`config.mk`:
```
export PLATFORM = sky130hd
export DESIGN_NAME = thread_lsu
export DESIGN_NICKNAME = d
export VERILOG_FILES = /design/src/rtl/thread_lsu_pkg.sv /design/src/rtl/thread_lsu.sv
export SDC_FILE = /design/constraint.sdc
export NUM_CORES = 1
export LEC_CHECK = 0
export BUFFER_PORTS_ARGS = -buffer_cell sky130_fd_sc_hd__buf_2
export CORE_MARGIN = 2
export CORE_UTILIZATION = 42
export CTS_CLUSTER_SIZE = 25
export DETAILED_ROUTE_END_ITERATION = 8
export GPL_ROUTABILITY_DRIVEN = 0
export GPL_TIMING_DRIVEN = 0
export PLACE_DENSITY = 0.79
export SLEW_MARGIN = 10
export SYNTH_ARGS = -nofsm -noshare
export SYNTH_HDL_FRONTEND = slang
export SYNTH_SLANG_ARGS = --single-unit
```
`constraint.sdc`:
```
create_clock -name clk -period 2.15 [get_ports clk]
set_input_delay 0.215 -clock clk [delete_from_list [all_inputs] [get_ports clk]]
set_output_delay 0.215 -clock clk [all_outputs]
set_load 0.05 [all_outputs]
```
`src/rtl/thread_lsu_pkg.sv`:
```
// thread_lsu_pkg: shared core/LSU/register-mux encodings
package thread_lsu_pkg;
    localparam logic [3:0] CORE_ISSUE   = 4'b0011;
    localparam logic [3:0] CORE_REQUEST = 4'b0100;
    localparam logic [3:0] CORE_UPDATE  = 4'b0111;
    localparam logic [1:0] LSU_IDLE       = 2'b00;
    localparam logic [1:0] LSU_REQUESTING = 2'b01;
    localparam logic [1:0] LSU_WAITING    = 2'b10;
    localparam logic [1:0] LSU_DONE       = 2'b11;
    localparam logic [1:0] REG_IN_ARITH  = 2'b00;
    localparam logic [1:0] REG_IN_MEMORY = 2'b01;
    localparam logic [1:0] REG_IN_CONST  = 2'b10;
endpackage

```
`src/rtl/thread_lsu.sv`:
```
// thread_lsu: per-thread load/store unit, one FSM shared by the read and write channels
module thread_lsu
    import thread_lsu_pkg::*;
#(
    parameter int DATA_BITS = 8,
    parameter int ADDR_BITS = 8
) (
    input  logic                 clk,
    input  logic                 reset,
    input  logic                 enable,
    input  logic [3:0]           core_state,
    input  logic                 decoded_mem_read_enable,
    input  logic                 decoded_mem_write_enable,
    input  logic [7:0]           rs,
    input  logic [7:0]           rt,
    output logic                 mem_read_valid,
    output logic [ADDR_BITS-1:0] mem_read_address,
    input  logic                 mem_read_ready,
    input  logic [DATA_BITS-1:0] mem_read_data,
    output logic                 mem_write_valid,
    output logic [ADDR_BITS-1:0] mem_write_address,
    output logic [DATA_BITS-1:0] mem_write_data,
    input  logic                 mem_write_ready,
    output logic [1:0]           lsu_state,
    output logic [DATA_BITS-1:0] lsu_out
);
    logic [1:0] state;
    logic       is_read;
    assign lsu_state = state;
    // The operation is latched at REQUEST so later decode changes cannot switch channels.
    always_ff @(posedge clk) begin
        if (reset) begin
            state             <= LSU_IDLE;
            is_read           <= 1'b0;
            lsu_out           <= '0;
            mem_read_valid    <= 1'b0;
            mem_write_valid   <= 1'b0;
            mem_read_address  <= '0;
            mem_write_address <= '0;
            mem_write_data    <= '0;
        end else if (enable) begin
            case (state)
                LSU_IDLE:
                    if (core_state == CORE_REQUEST && (decoded_mem_read_enable || decoded_mem_write_enable)) begin
                        state   <= LSU_REQUESTING;
                        is_read <= decoded_mem_read_enable;
                    end
                LSU_REQUESTING: begin
                    mem_read_valid  <= is_read;
                    mem_write_valid <= !is_read;
                    if (is_read) mem_read_address <= ADDR_BITS'(rs);
                    else begin
                        mem_write_address <= ADDR_BITS'(rs);
                        mem_write_data    <= DATA_BITS'(rt);
                    end
                    state <= LSU_WAITING;
                end
                LSU_WAITING:
                    if (is_read ? mem_read_ready : mem_write_ready) begin
                        if (is_read) lsu_out <= mem_read_data;
                        mem_read_valid  <= 1'b0;
                        mem_write_valid <= 1'b0;
                        state           <= LSU_DONE;
                    end
                default:
                    if (core_state == CORE_UPDATE) state <= LSU_IDLE;
            endcase
        end
    end
endmodule

```
==> metrics <==
Post-CTS Setup Inserts=0; most common cell after layout, fill and taps aside=buf_2; r2r endpoint=mem_write_data[7]; Synth Cell Area=1451 sq um; first-pass GRT wire length=5768 microns; vias in the first global route=1347; worst hold slack=93.22 ps; Die W=62.79 microns; Hold Path Class=input pin to flop; Hold Path Depth=3; Die H=62.79 microns; Worst setup SP type=flop; R2R Setup Slk=420 ps; post-detail-place hpwl=2514 microns; Routed WL=3408 microns; # H-tree levels=2; clock power share=43.1%; Final setup viols=0; Routed Antenna Nets=0; Yosys cell types=27; switch share=22.21%; overall power=1.414 mW; syn_nets=208; Site Rows=21; Sequential Power Share=49.1%; Fin. Hold Viols=0; fill count=337; Peak VDD IR=473.1 uV; GRT Util Overall=18.51%; Worst R2R Path Depth=8; clk slew on worst S/H paths=110 ps; WL/cell=11.59 microns; register area share after synthesis=51.03%; hold path startpoint=rt[0]; starting DRC count in detailed routing=63; initial antenna violation count=0; ANT cells=0; layout cell share with drive strength beyond 1=34.68%; vias=1391; grt total ovfl=0; Post-CTS Hold Buffers=0; synth warn=0; setup TNS=0 ps; Clock Skews=8.129 ps; CTS sink cnt=37; Cell Int Power=1.100 mW; RSZ-0062 raised after global routing=false; period utilization=80.44%; drt drc=0; setup ws final=420.6 ps; CTS Buf Count=5; measured slew at the worst slew-check pin=507.6 ps; Slew Limit Fails=0; commonest cells after routing, fill and taps aside=72 x buf_2, 50 x nand2_1, 37 x dfxtp_1, 26 x a21oi_1, 12 x nor2_1; Slew HR=66.07%; DRT Pass-1 Iters=4; mean post-synth cell area=8.538 sq um; CTS max path bufs=2; Area Overhead vs Synth=35.43%; Die Footprint=3942 sq um; Starting Density=43.49%; Sw Pwr=0.3141 mW; # port buffers=70; # IOs=71; pre-CTS worst setup slack=439.7 ps; PostCTS Resize Cnt=0; post-synthesis cell count=170; Clock Root Buffer=clkbuf_4; vias per cell=4.731; MaxCap Viol Count=0; Worst EP required=2430 ps; WS Path Type=flop to flop; post-layout min period=1729 ps; Seq cells post-synth=37; core area=3337 sq um; # nets final=285; leakage power=0.9311 nW; critical path fanouts, max=10; Fmax=0.5782 GHz; power density of the placed cells=719.4 nW/um^2; status=finished clean; reg2reg start=lsu_state[1]; Hold Path Sink=mem_write_data[0]; combinational share of power=7.7%; CTS tree=yes; CP arrival=2010 ps; CP Capture Type=flop; largest net degree at the start of global routing=14; worst-skew pair later-pin latency=350 ps
-- routing by layer --
metal / GRT usage, % / share of wire, % / vias up
li1: - / - / 721
met1: 20.48 / 43 / 617
met2: 31.45 / 48 / 49
met3: 7.928 / 7.6 / 4
met4: 6.944 / 0.76 / 0
met5: 0 / 0 / -
-- metrics by stage --
stage          cells  util [%]  cell area [sq um]
5_1_grt          294     58.91               1966
4_1_cts          294     58.91               1966
2_1_floorplan    170         -               1451
6_report         294     58.91               1966
3_3_place_gp     286     55.72               1859
3_5_place_dp     286     55.72               1859
-- sequential cells by signal (all words and copies together) (netlist names) --
| name | count |
|---|---|
| mem_read_valid | 1 |
| lsu_out | 8 |
| is_read | 1 |
| mem_write_address | 8 |
| mem_write_data | 8 |
| mem_write_valid | 1 |
| lsu_state | 2 |
| mem_read_address | 8 |
-- final cells by class --
cell class | instances | area (sq um) | share of cell area [%]
clock inverters | 3 | 68.82 | 3.501
repair buffers | 70 | 350.3 | 17.82
flip-flops and latches | 37 | 740.7 | 37.68
inverters | 3 | 11.26 | 0.5729
plain buffers | 9 | 43.79 | 2.228
well taps | 46 | 57.56 | 2.928
multi-input cells | 121 | 655.6 | 33.35
clock buffers | 5 | 37.54 | 1.910
-- power by group through the flow --
stage | Clock (mW) | Combinational, mW | Sequential, mW
2_1_floorplan | 0 | 0.0367 | 0.732
3_3_place_gp | 0 | 0.109 | 0.710
3_5_place_dp | 0 | 0.110 | 0.710
4_1_cts | 0.626 | 0.110 | 0.695
5_1_grt | 0.665 | 0.120 | 0.696
6_report | 0.610 | 0.109 | 0.695
-- how the worst max path moves through the flow --
stage | start | to | slack, ps | cells past startpoint
floorplan | lsu_state[0] | mem_write_valid | 260 | 6
CTS | lsu_state[1] | mem_write_data[7] | 400 | 8
global placement | lsu_state[1] | mem_write_address[0] | 460 | 8
global route | lsu_state[1] | mem_write_data[7] | 200 | 7
finish | lsu_state[1] | mem_write_data[7] | 420 | 8
detailed placement | lsu_state[1] | mem_write_address[3] | 440 | 8
-- synthesized netlist by cell type --
cell      instances  area share [%]
nand4b_1          1            0.60
clkbuf_1          5             1.3
nor4b_1           1            0.60
ha_1              3             2.6
o21ai_2           1            0.60
nor3_1            1            0.34
nand3_1           1            0.34
or4_1             1            0.52
buf_2             2            0.69
a21oi_1          26             9.0
a211oi_2          1            0.86
nand4_1           2            0.86
o21ai_0           2            0.69
buf_6             1            0.78
or4b_4            1            0.95
nand2b_1          2            0.86
buf_1             1            0.26
inv_1             3            0.78
nor2_1           12             3.1
mux2i_1          10             6.9
mux2_4            1             1.0
o21ai_1           1            0.34
nand2_1          50              13
or2_2             1            0.43
and4_1            1            0.60
dfxtp_1          37              51
nand3b_1          2             1.0
-- kinds of logic (layout without fill, tap and decap cells) --
kind of cell             count (synthesis)  in the layout  share of synthesized area, %
AND/OR/NAND/NOR                         76             76                         23.19
flip-flops                              37             37                         51.03
AO/OA/AOI/OAI                           31             31                         11.46
buffers and inverters                   12             90                         3.793
multiplexers                            11             11                         7.931
adder cells (fa/ha/maj)                  3              3                         2.586
-- critical path, stage by stage (launching register included) --
cell and delay [ps]:
dfxtp_1 390, inv_1 90, ha_1 230, nand2_1 100
or2_2 100, clkbuf_1 250, buf_2 290, nand2_1 80
a21oi_1 140
Note: power is estimated with default switching activity, not from simulation.
